<file path="src/rtl/uart_rx_deserializer.sv">
`timescale 1ns/1ps
`default_nettype none
// +------------------------------------------------------------------------+
// | uart_rx_deserializer                                                   |
// | 16x oversampling 8N1 receiver with majority voting and a valid/ready   |
// | holding register; framing-error and overrun reported as pulses.        |
// | Revision: 1.0                                                          |
// +------------------------------------------------------------------------+
module uart_rx_deserializer #(
  parameter int CLOCK_FREQ = 100_000_000,
  parameter int BAUD_RATE  = 115200,
  parameter int OVERSAMPLE = 16
) (
  input  logic       clk,
  input  logic       rst,
  input  logic       uart_rx,
  output logic [7:0] rx_data,
  output logic       rx_valid,
  input  logic       rx_ready,
  output logic       frame_err,
  output logic       overrun,
  output logic [1:0] dbg_state
);

  localparam int DIV   = CLOCK_FREQ / (BAUD_RATE * OVERSAMPLE);
  localparam int DIV_W = (DIV >= 2) ? $clog2(DIV) : 1;
  localparam logic [DIV_W-1:0] DIV_LAST = DIV_W'(DIV - 1);

  localparam logic [3:0] PH_SAMPLE0 = 4'd7;
  localparam logic [3:0] PH_SAMPLE1 = 4'd8;
  localparam logic [3:0] PH_DECIDE  = 4'd9;
  localparam logic [3:0] BIT_LAST_DATA = 4'd8;
  localparam logic [3:0] BIT_STOP      = 4'd9;

  generate
    if (OVERSAMPLE != 16) begin : g_bad_oversample
      $error("uart_rx_deserializer: OVERSAMPLE must be 16");
    end
    if (DIV < 2) begin : g_bad_div
      $error("uart_rx_deserializer: CLOCK_FREQ/(BAUD_RATE*OVERSAMPLE) must be at least 2");
    end
  endgenerate

  typedef enum logic [1:0] {
    S_IDLE  = 2'd0,
    S_START = 2'd1,
    S_DATA  = 2'd2,
    S_STOP  = 2'd3
  } state_t;

  state_t           state_q,     state_d;
  logic             sync1_q,     sync1_d;
  logic             sync2_q,     sync2_d;
  logic             prev_q,      prev_d;
  logic [DIV_W-1:0] div_cnt_q,   div_cnt_d;
  logic [7:0]       scnt_q,      scnt_d;
  logic [1:0]       samp_q,      samp_d;
  logic [7:0]       shreg_q,     shreg_d;
  logic             done_q,      done_d;
  logic             stop_ok_q,   stop_ok_d;
  logic [7:0]       rx_data_q,   rx_data_d;
  logic             rx_valid_q,  rx_valid_d;
  logic             frame_err_q, frame_err_d;
  logic             overrun_q,   overrun_d;

  logic       w_fall;
  logic       w_tick;
  logic [7:0] w_tick_num;
  logic [3:0] w_phase;
  logic [3:0] w_bit_idx;
  logic       w_majority;
  logic       w_decide;
  logic       w_deliver;

  // w_tick_num is the index of the tick firing this cycle (ticks count from 1).
  assign w_fall     = prev_q & ~sync2_q;
  assign w_tick     = (state_q != S_IDLE) && (div_cnt_q == DIV_LAST);
  assign w_tick_num = scnt_q + 8'd1;
  assign w_phase    = w_tick_num[3:0];
  assign w_bit_idx  = w_tick_num[7:4];
  assign w_majority = (samp_q[0] & samp_q[1]) | (samp_q[0] & sync2_q) | (samp_q[1] & sync2_q);
  assign w_decide   = w_tick && (w_phase == PH_DECIDE);
  assign w_deliver  = done_q & stop_ok_q;

  always_comb begin
    state_d     = state_q;
    sync1_d     = uart_rx;
    sync2_d     = sync1_q;
    prev_d      = sync2_q;
    div_cnt_d   = div_cnt_q;
    scnt_d      = scnt_q;
    samp_d      = samp_q;
    shreg_d     = shreg_q;
    done_d      = 1'b0;
    stop_ok_d   = stop_ok_q;
    rx_data_d   = rx_data_q;
    rx_valid_d  = rx_valid_q;
    frame_err_d = 1'b0;
    overrun_d   = 1'b0;

    if (state_q == S_IDLE) begin
      div_cnt_d = '0;
    end else if (div_cnt_q == DIV_LAST) begin
      div_cnt_d = '0;
    end else begin
      div_cnt_d = div_cnt_q + DIV_W'(1);
    end

    if (w_tick) begin
      scnt_d = w_tick_num;
      if (w_phase == PH_SAMPLE0) begin
        samp_d[0] = sync2_q;
      end
      if (w_phase == PH_SAMPLE1) begin
        samp_d[1] = sync2_q;
      end
    end

    case (state_q)
      S_IDLE: begin
        if (w_fall) begin
          state_d = S_START;
          scnt_d  = 8'd0;
        end
      end
      S_START: begin
        if (w_decide) begin
          state_d = w_majority ? S_IDLE : S_DATA;
        end
      end
      S_DATA: begin
        if (w_decide) begin
          shreg_d = {w_majority, shreg_q[7:1]};
          if (w_bit_idx == BIT_LAST_DATA) begin
            state_d = S_STOP;
          end
        end
      end
      S_STOP: begin
        // The verdict is registered first, so the result lands one cycle after tick 153.
        if (done_q) begin
          state_d = S_IDLE;
        end else if (w_decide && (w_bit_idx == BIT_STOP)) begin
          done_d    = 1'b1;
          stop_ok_d = w_majority;
        end
      end
      default: state_d = S_IDLE;
    endcase

    frame_err_d = done_q & ~stop_ok_q;

    if (w_deliver) begin
      if (!rx_valid_q || rx_ready) begin
        rx_data_d  = shreg_q;
        rx_valid_d = 1'b1;
      end else begin
        overrun_d = 1'b1;
      end
    end else if (rx_valid_q && rx_ready) begin
      rx_valid_d = 1'b0;
    end
  end

  always_ff @(posedge clk or negedge rst) begin
    if (!rst) begin
      state_q     <= S_IDLE;
      sync1_q     <= 1'b1;
      sync2_q     <= 1'b1;
      prev_q      <= 1'b1;
      div_cnt_q   <= '0;
      scnt_q      <= 8'd0;
      samp_q      <= 2'b00;
      shreg_q     <= 8'd0;
      done_q      <= 1'b0;
      stop_ok_q   <= 1'b0;
      rx_data_q   <= 8'd0;
      rx_valid_q  <= 1'b0;
      frame_err_q <= 1'b0;
      overrun_q   <= 1'b0;
    end else begin
      state_q     <= state_d;
      sync1_q     <= sync1_d;
      sync2_q     <= sync2_d;
      prev_q      <= prev_d;
      div_cnt_q   <= div_cnt_d;
      scnt_q      <= scnt_d;
      samp_q      <= samp_d;
      shreg_q     <= shreg_d;
      done_q      <= done_d;
      stop_ok_q   <= stop_ok_d;
      rx_data_q   <= rx_data_d;
      rx_valid_q  <= rx_valid_d;
      frame_err_q <= frame_err_d;
      overrun_q   <= overrun_d;
    end
  end

  assign rx_data   = rx_data_q;
  assign rx_valid  = rx_valid_q;
  assign frame_err = frame_err_q;
  assign overrun   = overrun_q;
  assign dbg_state = state_q;

endmodule
`default_nettype wire

</file>
<file path="config.mk">
export PLATFORM = sky130hd
export DESIGN_NAME = uart_rx_deserializer
export DESIGN_NICKNAME = d
export VERILOG_FILES = /design/src/rtl/uart_rx_deserializer.sv
export SDC_FILE = /design/constraint.sdc
export NUM_CORES = 1
export LEC_CHECK = 0
export BUFFER_PORTS_ARGS = -buffer_cell sky130_fd_sc_hd__buf_2
export CAP_MARGIN = 20
export CORE_MARGIN = 2
export CORE_UTILIZATION = 45
export CTS_CLUSTER_SIZE = 40
export DETAILED_ROUTE_END_ITERATION = 8
export GPL_ROUTABILITY_DRIVEN = 0
export PLACE_DENSITY_LB_ADDON = 0.2
export SLEW_MARGIN = 20
export SYNTH_ARGS = -nofsm -noshare
export SYNTH_HDL_FRONTEND = slang
export SYNTH_SLANG_ARGS = --single-unit
</file>
<file path="constraint.sdc">
create_clock -name clk -period 2.9 [get_ports clk]
set_input_delay 0.145 -clock clk [delete_from_list [all_inputs] [get_ports clk]]
set_output_delay 0.145 -clock clk [all_outputs]
set_load 0.02 [all_outputs]
</file>
==> impl_summary.txt, run 1 <==
----------------------------------------------------
[Synth]
  Synth warnings ... 0
  Area share of and/or/nand/nor cells after synthesis ... 16.6%
  Synthesized netlist net count ... 174
  Most repeated cell in the gate-level netlist after synthesis ... dfrtp_1
  Syn avg cell area ... 12.1 um2
  Area share of the leading cell type in the synthesized netlist ... 49.3%
  Netlist area before placement ... 1980 um2
  Post-Synth XOR/XNOR Area ... 4.87%
  Compound-cell area share of the yosys netlist ... 5.12%
  Mux share of post-synthesis cell area ... 12.8%
  Synth Instances ... 164
  Combinational family with the most area after synthesis ... simple AND/OR/NAND/NOR gates
  Synthesized-area fraction occupied by adder cells ... 4.30%
  Most used flip-flop cell after synthesis ... dfrtp_1
  Proportion of register bits with asynchronous set or reset after synthesis ... 100%
  Area contributors post-synth ... dfrtp_1, mux2_2, mux2_4, dfstp_2, ha_1
  Most instantiated cells after synthesis ... dfrtp_1, nor2_1, nand2_1, mux2_2, mux2_4
  Register area share after synthesis ... 53.3%
  Number of flops mapped to enable cells by yosys ... 0
  Synthesis-stage register bit count ... 42
  Post-synthesis cell type count ... 39
  Largest area contributor in the synthesized netlist ... dfrtp_1

[Critical path]
  Slowest stage cell on the critical path ... and3b_1
  Cell family with the largest share of critical-path delay ... simple AND/OR/NAND/NOR gates
  Critical path launch point type ... flop
  Critical Path Max Stage Delay ... 0.52 ns
  Worst-path fanout max ... 10
  CP endpoint kind ... flop
  List of cells traversed by the critical path ... ha_1, nand2b_1, nor4_2, a31o_2, and3b_1, mux2_4
  Required time at the endpoint of the critical path ... 3.07 ns
  Critical path start-end classification ... flop to flop
  Critical path buffer and inverter count ... 0
  Crit path DAT ... 2.40 ns

[Clock tree]
  Cell chosen for the clock root ... clkbuf_8
  Clock tree from TritonCTS ... yes
  Clock-pin slew of the registers on the worst-case setup and hold paths ... 0.07 ns
  TritonCTS Buffers ... 5
  Max clock buf depth ... 2
  CTS sink cnt ... 42
  Worst-skew pair later-pin latency ... 0.29 ns
  Number of H-tree branching levels ... 2

[Route]
  Routed Antenna Nets ... 0
  Number of search-and-repair iterations in the first detailed-routing pass ... 4
  Total Wirelength ... 3170 um
  Detailed Route Iter0 Violations ... 68
  Number of vias after detailed routing ... 1,219
  Routed wire per std cell ... 13.5 um
  Post-detailed-route DRC marker count ... 0
  Per-cell via count in the routed design ... 5.19

[Timing]
  Slew at the pin with the worst max-slew slack ... 0.888 ns
  Hold Violations, Final ... 39
  Share of the clock period used by the worst path ... 76.8%
  Hold_ws ... -0.0274 ns
  Relative max-transition margin ... 40.8%
  Time the final worst path needs with I/O delays and setup ... 2.23 ns
  Worst setup skew after layout ... 0.00381 ns
  RSZ-0062 raised after global routing ... no
  Maximum frequency from static timing analysis ... 449 MHz
  Setup TNS ... 0 ns
  Final count of negative-setup-slack endpoints ... 0
  Final Slew Violations ... 0

[Floorplan]
  Core region area ... 4290 um2
  Overall die width ... 70.3 um
  Cell row count ... 24
  Die Y ... 70.3 um
  Initial Util ... 46.1%
  Die Area ... 4940 um2
  I/O pins ... 17

[Power and ir drop]
  Reg power frac ... 57.0%
  Combinational power share ... 10.7%
  Worst ir drop on vdd ... 468 uV
  Clock share of power ... 32.2%
  Internal power summed over all cells ... 0.872 mW
  Leakage dissipation ... 1.05 nW
  Power per Cell Area ... 535 nW/um2
  Net Switching ... 0.297 mW
  Share of total power consumed by net switching ... 25.4%

[Place]
  Final HPWL from detailed placement ... 2260 um
  Count of input and output buffers ... 16
  Number of instances in the placed design ... 226

[Cells and area]
  Non-Filler Instances ... 235
  Fraction of final layout cells sized beyond drive strength 1 ... 29.0%
  NumNets Final ... 192
  Final design utilization ... 50.8%
  Number of fillers in the final layout ... 369
  Count of inserted antenna diode cells ... 0
  Area growth from synthesis to final layout ... 10.3%
  Footprint of the multi-input gates ... 866 um2
  Sequential Area ... 1050 um2

[Run status]
  Violated checks ... negative hold slack
  Status ... finished, violations left

[Global route]
  Number of global-route vias before repair ... 1,197
  Number of antenna violations at the first check in global routing ... 0
  Final global-route overflow total ... 0
  Global-route wire length before repair ... 5560 um
  Pin count of the biggest net entering global routing ... 43
  Tot GR Track Use ... 14.4%

[Worst hold path]
  Worst min-delay path class ... input pin to async pin

[Run]
  Max cap viols ... 0

----------------------------------------------------
[stage by stage]
step | power (mW) | hold slack (ns) | area (um2) | worst slack (ns)
global placement | 0.797 | 0.253 | 2080 | 0.741
CTS | 1.19 | 0.0138 | 2180 | 0.659
global route | 1.24 | 0.0464 | 2180 | 0.486
detailed placement | 0.805 | 0.252 | 2080 | 0.654
finish | 1.17 | -0.0274 | 2180 | 0.674
floorplan | 0.764 | -0.151 | 1980 | 0.999
[what timing repair did]
action / in CTS / in global routing
gates resized for setup: 0 / 0
hold buffers: 1 / 0
setup buffers: 0 / 0
hold endpoints to repair: 1 / 0
[area by class of cell]
type	count	area share (%)
clock inverter	1	0.229
timing repair buffer	17	4.13
tap	52	2.98
multi-input combinational	112	39.7
clock buffer	7	3.96
sequential	42	48.3
inverter	4	0.688
[routing by layer]
layer	up-vias	global-route usage (%)	share of wire [%]
met5	-	0	0
met4	0	5.34	0.79
met3	4	4.47	3.8
met2	16	21.0	45
met1	600	20.2	51
li1	599	-	-
[cells in the final DEF (no fill, tap or decap), types with 4 or more instances in the layout]
cell type,instances
clkbuf_8,6
nand3_1,5
nor2_1,17
xnor2_1,5
mux2_2,11
xor2_1,6
nand2_1,12
ha_1,6
dfrtp_1,39
buf_2,16
mux2_4,8
nand2b_1,6
inv_1,4
[final timing paths]
path / cells after the start / to / slack, ns / from
setup / recovery: 6 / shreg_q[6] / 0.67 / scnt_q[1]
hold / removal: 1 / scnt_q[7] / -0.03 / rst
setup reg to reg: 6 / shreg_q[6] / 0.67 / scnt_q[1]
hold reg to reg: 0 / prev_d / 0.36 / sync1_q
max in group asynchronous: 1 / scnt_q[0] / 2.36 / rst
min in group clk: 3 / overrun / 0.13 / rx_ready
[registers in the layout, summed over array words and instances, names as in the netlist, named ones only]
name,flops
samp_q,2
stop_ok_q,1
frame_err,1
prev_d,1
overrun,1
done_q,1
shreg_q,8
sync1_q,1
scnt_q,8
prev_q,1
rx_data,8
dbg_state,1
rx_valid,1
div_cnt_q,6
[cell families after synthesis]
group           Yosys count
buf+inv                  10
simple gates             59
xor+xnor                 11
flops                    42
fa+ha+maj                 7
mux                      20
compound gates           15
[power by group through the flow]
stage	registers (mW)	clock network [mW]	logic (mW)
after detailed placement	0.678	0	0.126
after global placement	0.675	0	0.122
after CTS	0.667	0.393	0.128
after floorplan	0.672	0	0.0916
after global routing	0.673	0.424	0.144
final	0.666	0.377	0.125
Power figures use the tool's default switching activity.
==> run 2, diff against run 1 <==
--- a/config.mk
+++ b/config.mk
@@ -5,6 +5,7 @@
 export SDC_FILE = /design/constraint.sdc
 export NUM_CORES = 1
 export LEC_CHECK = 0
+export ABC_AREA = 1
 export BUFFER_PORTS_ARGS = -buffer_cell sky130_fd_sc_hd__buf_2
 export CAP_MARGIN = 20
 export CORE_MARGIN = 2
==> constraint.sdc (replaced) <==
create_clock -name clk -period 2 [get_ports clk]
set_input_delay 0.1 -clock clk [delete_from_list [all_inputs] [get_ports clk]]
set_output_delay 0.1 -clock clk [all_outputs]
set_load 0.02 [all_outputs]
==> run 2 against run 1 <==
The flow now finishes without violations; register-to-register slack got worse by 0.43 ns; worst setup slack got worse by 0.43 ns; non-clock buffer count is 6 higher; count of clock-buffer cells in the layout is 1 lower; total power increased by 63%; core utilization grew 3.6 points; fmax increased by 27%.
==> impl_summary.txt, run 2 <==
----------------------------------------------------
[Clock tree]
  Clock tree from TritonCTS ... yes
  TritonCTS Buffers ... 5 (unchanged)
  Cell chosen for the clock root ... clkbuf_8
  Max clock buf depth ... 2 (unchanged)
  CTS sink cnt ... 42 (unchanged)
  Number of H-tree branching levels ... 2 (unchanged)
  Clock-pin slew of the registers on the worst-case setup and hold paths ... 0.08 ns (about the same)
  Worst-skew pair later-pin latency ... 0.29 ns (about the same)
  Post-cts sizing count ... 0 (unchanged)

[Cells and area]
  Fraction of final layout cells sized beyond drive strength 1 ... 16.8% (-12 points)
  Area growth from synthesis to final layout ... 14.0%
  Most frequent cells in the layout ... nand2_1, dfrtp_1, inv_1, nor2_1, buf_2
  Count of inserted antenna diode cells ... 0 (unchanged)
  NumNets Final ... 259 (+35%)
  Most frequent standard cell in the layout excluding fill and tap cells ... nand2_1
  Final cell area excluding filler cells ... 2220 um2 (+1.9%)

[Timing]
  Slew at the pin with the worst max-slew slack ... 0.481 ns (-0.407 ns)
  Relative max-transition margin ... 67.9% (+27 points)
  Final count of negative-setup-slack endpoints ... 0 (unchanged)
  Hold Violations, Final ... 0 (-100%)
  Worst setup skew after layout ... 0.00405 ns (+0.000249 ns)
  Share of the clock period used by the worst path ... 87.7% (+11 points)
  Final Slew Violations ... 0 (unchanged)
  RSZ-0062 raised after global routing ... no
  Maximum frequency from static timing analysis ... 570 MHz (+27%)
  Time the final worst path needs with I/O delays and setup ... 1.75 ns (-0.472 ns)
  Setup TNS ... 0 ns (unchanged)

[Power and ir drop]
  Power per Cell Area ... 858 nW/um2 (+60%)
  Total design power ... 1.91 mW (+63%)
  Worst ir drop on vdd ... 448 uV (-4.1%)
  Leakage dissipation ... 1.09 nW (+3.6%)

[Worst hold path]
  HP Start ... rx_ready
  Worst min-delay path class ... input pin to flop

[Synth]
  Synthesis-stage register bit count ... 42 (unchanged)
  Area share of the leading cell type in the synthesized netlist ... 50.0% (+0.70 points)
  Synth warnings ... 0 (unchanged)
  Proportion of register bits with asynchronous set or reset after synthesis ... 100% (unchanged)
  Number of flops mapped to enable cells by yosys ... 0 (unchanged)
  Combinational family with the most area after synthesis ... simple AND/OR/NAND/NOR gates
  Post-Synth XOR/XNOR Area ... 1.80% (-3.1 points)
  Synthesized-area fraction occupied by adder cells ... 4.36% (+0.061 points)
  Synth Instances ... 222 (+35%)
  Compound-cell area share of the yosys netlist ... 9.62% (+4.5 points)
  Mux share of post-synthesis cell area ... 0.577% (-12 points)
  Largest area contributor in the synthesized netlist ... dfrtp_1
  Area share of and/or/nand/nor cells after synthesis ... 22.9% (+6.3 points)
  Most repeated cell in the gate-level netlist after synthesis ... nand2_1
  Netlist area before placement ... 1950 um2 (-1.4%)
  Area contributors post-synth ... dfrtp_1, nand2_1, inv_1, nor2_1, dfstp_2
  Synthesized netlist net count ... 232 (+33%)
  Most instantiated cells after synthesis ... nand2_1, dfrtp_1, inv_1, nor2_1, o21ai_0
  Most used flip-flop cell after synthesis ... dfrtp_1
  Register area share after synthesis ... 54.1% (+0.75 points)
  Post-synthesis cell type count ... 30 (-23%)
  Syn avg cell area ... 8.79 um2 (-27%)

[Critical path]
  Slack of the worst reg-to-reg path ... 0.25 ns (-0.43 ns)
  Worst reg-to-reg path cell count ... 9 (+3)
  Number of stages on the worst setup path ... 9 (+3)
  Critical path buffer and inverter count ... 2 (+2)
  Cell family with the largest share of critical-path delay ... simple AND/OR/NAND/NOR gates
  CP endpoint kind ... flop
  End point of the critical path ... samp_q[0]
  Critical path launch point ... div_cnt_q[1]
  Worst-path fanout max ... 10 (unchanged)
  Critical path launch point type ... flop
  Launch instance of the worst register-to-register path ... div_cnt_q[1]
  Critical Path Max Stage Delay ... 0.40 ns (-0.12 ns)
  Required time at the endpoint of the critical path ... 2.22 ns (-0.85 ns)
  Slowest stage cell on the critical path ... dfrtp_1
  List of cells traversed by the critical path ... inv_1, ha_1, nand3_1, nor3_4, buf_4, nand2_1, nor3b_2, nor2_1, a21oi_1
  Critical path start-end classification ... flop to flop
  Crit path DAT ... 1.97 ns (-0.43 ns)
  Crit Reg-Reg Endpoint ... samp_q[0]

[Place]
  Final HPWL from detailed placement ... 2440 um (+7.8%)
  Count of input and output buffers ... 16 (unchanged)
  Placed Area ... 2120 um2 (+1.7%)

[Floorplan]
  Cell row count ... 23 (-4.2%)
  I/O pins ... 17 (unchanged)
  Die Y ... 69.8 um (-0.65%)
  Overall die width ... 69.8 um (-0.65%)
  Initial Util ... 47.7% (+1.7 points)
  Die Area ... 4880 um2 (-1.3%)
  Core region area ... 4090 um2 (-4.8%)

[Run]
  Max cap viols ... 0 (unchanged)

[Route]
  Number of search-and-repair iterations in the first detailed-routing pass ... 5 (+1)
  Post-detailed-route DRC marker count ... 0 (unchanged)
  Number of vias after detailed routing ... 1,428 (+17%)
  Routed Antenna Nets ... 0 (unchanged)
  Per-cell via count in the routed design ... 4.76 (-8.2%)
  Detailed Route Iter0 Violations ... 79 (+16%)
  Total Wirelength ... 3250 um (+2.6%)
  Routed wire per std cell ... 10.8 um (-20%)

[Global route]
  Global-route wire length before repair ... 5940 um (+6.8%)
  Tot GR Track Use ... 15.2% (+0.83 points)
  Number of antenna violations at the first check in global routing ... 0 (unchanged)
  Number of global-route vias before repair ... 1,392 (+16%)
  Pin count of the biggest net entering global routing ... 23 (-47%)
  Final global-route overflow total ... 0 (unchanged)

[Run status]
  Status ... finished, final reports clean

----------------------------------------------------
==> run 2: cell count changes in the layout (fill, tap and decap cells not counted), sizes merged, moves of 7 or more <==
cell and change:
o21ai +22, inv +26, nand2 +43, nor2 +7, a21oi +7, mux2 -18
==> run 2: logic make-up (layout without fill, tap and decap cells) <==
family                     after synthesis  in the layout
and+or+nand+nor                         99             99
DFF                                     42             42
AOI/OAI and AO/OA                       35             35
buffers and inverters                   34             62
adders and majority gates                7              7
xor gates and xnor gates                 4              4
muxes                                    1              1
==> run 2: how the worst min path moves through the flow <==
| stage | slack (ns) | to | cells after the start |
|---|---|---|---|
| floorplan | -0.20 | async pin | 0 |
| global placement | 0.09 | scnt_q[5] | 1 |
| detailed placement | 0.09 | scnt_q[5] | 1 |
| CTS | 0.08 | overrun | 4 |
| global route | 0.11 | overrun | 4 |
| finish | 0.09 | rx_valid | 4 |
==> run 2: worst reg2reg max path, cell delays in order (launching register included) <==
cell,delay (ns)
dfrtp_1,0.40
inv_1,0.07
ha_1,0.15
nand3_1,0.13
nor3_4,0.25
buf_4,0.22
nand2_1,0.08
nor3b_2,0.21
nor2_1,0.06
a21oi_1,0.11
==> run 2: layer usage <==
metal / vias to the layer above / part of all wire, % / track usage [%] / wire length (um)
li1: 756 / - / - / -
met1: 648 / 50 / 19.2 / 1620
met2: 17 / 45 / 24.7 / 1470
met3: 7 / 3.1 / 4.07 / 101
met4: 0 / 2.0 / 6.41 / 66
met5: - / 0 / 0 / 0
==> run 2: report_power, final <==
group          leakage, nW  switching (mW)  internal [mW]  total [mW]
registers            0.567          0.0690          0.914       0.983
logic                0.479           0.242          0.152       0.394
clock network       0.0452           0.284          0.246       0.530
total                 1.09           0.595           1.31        1.91
==> run 2: layout make-up <==
class / count / area [um2]
tap: 50 / 62.6
multi-input combinational: 146 / 766
sequential: 42 / 1050
timing repair buffer: 23 / 138
inverter: 31 / 116
clock buffer: 6 / 72.6
clock inverter: 2 / 13.8
fill: 385 / 1860
==> run 2: repair_timing <==
item / 4_1_cts / 5_1_grt
hold buffers: 2 / 0
endpoints found under the setup margin: 0 / 0
setup buffers: 0 / 0
endpoints found under the hold margin: 20 / 0
==> run 2: through the flow <==
stage          std cells  setup WS (ns)  hold WS (ns)  util (%)
6_report             300          0.246        0.0866      54.4
3_3_place_gp         290          0.321        0.0902      51.8
3_5_place_dp         290          0.247        0.0939      51.8
4_1_cts              300          0.224        0.0796      54.4
5_1_grt              300         0.0962         0.112      54.4
2_1_floorplan        222          0.423        -0.196         -
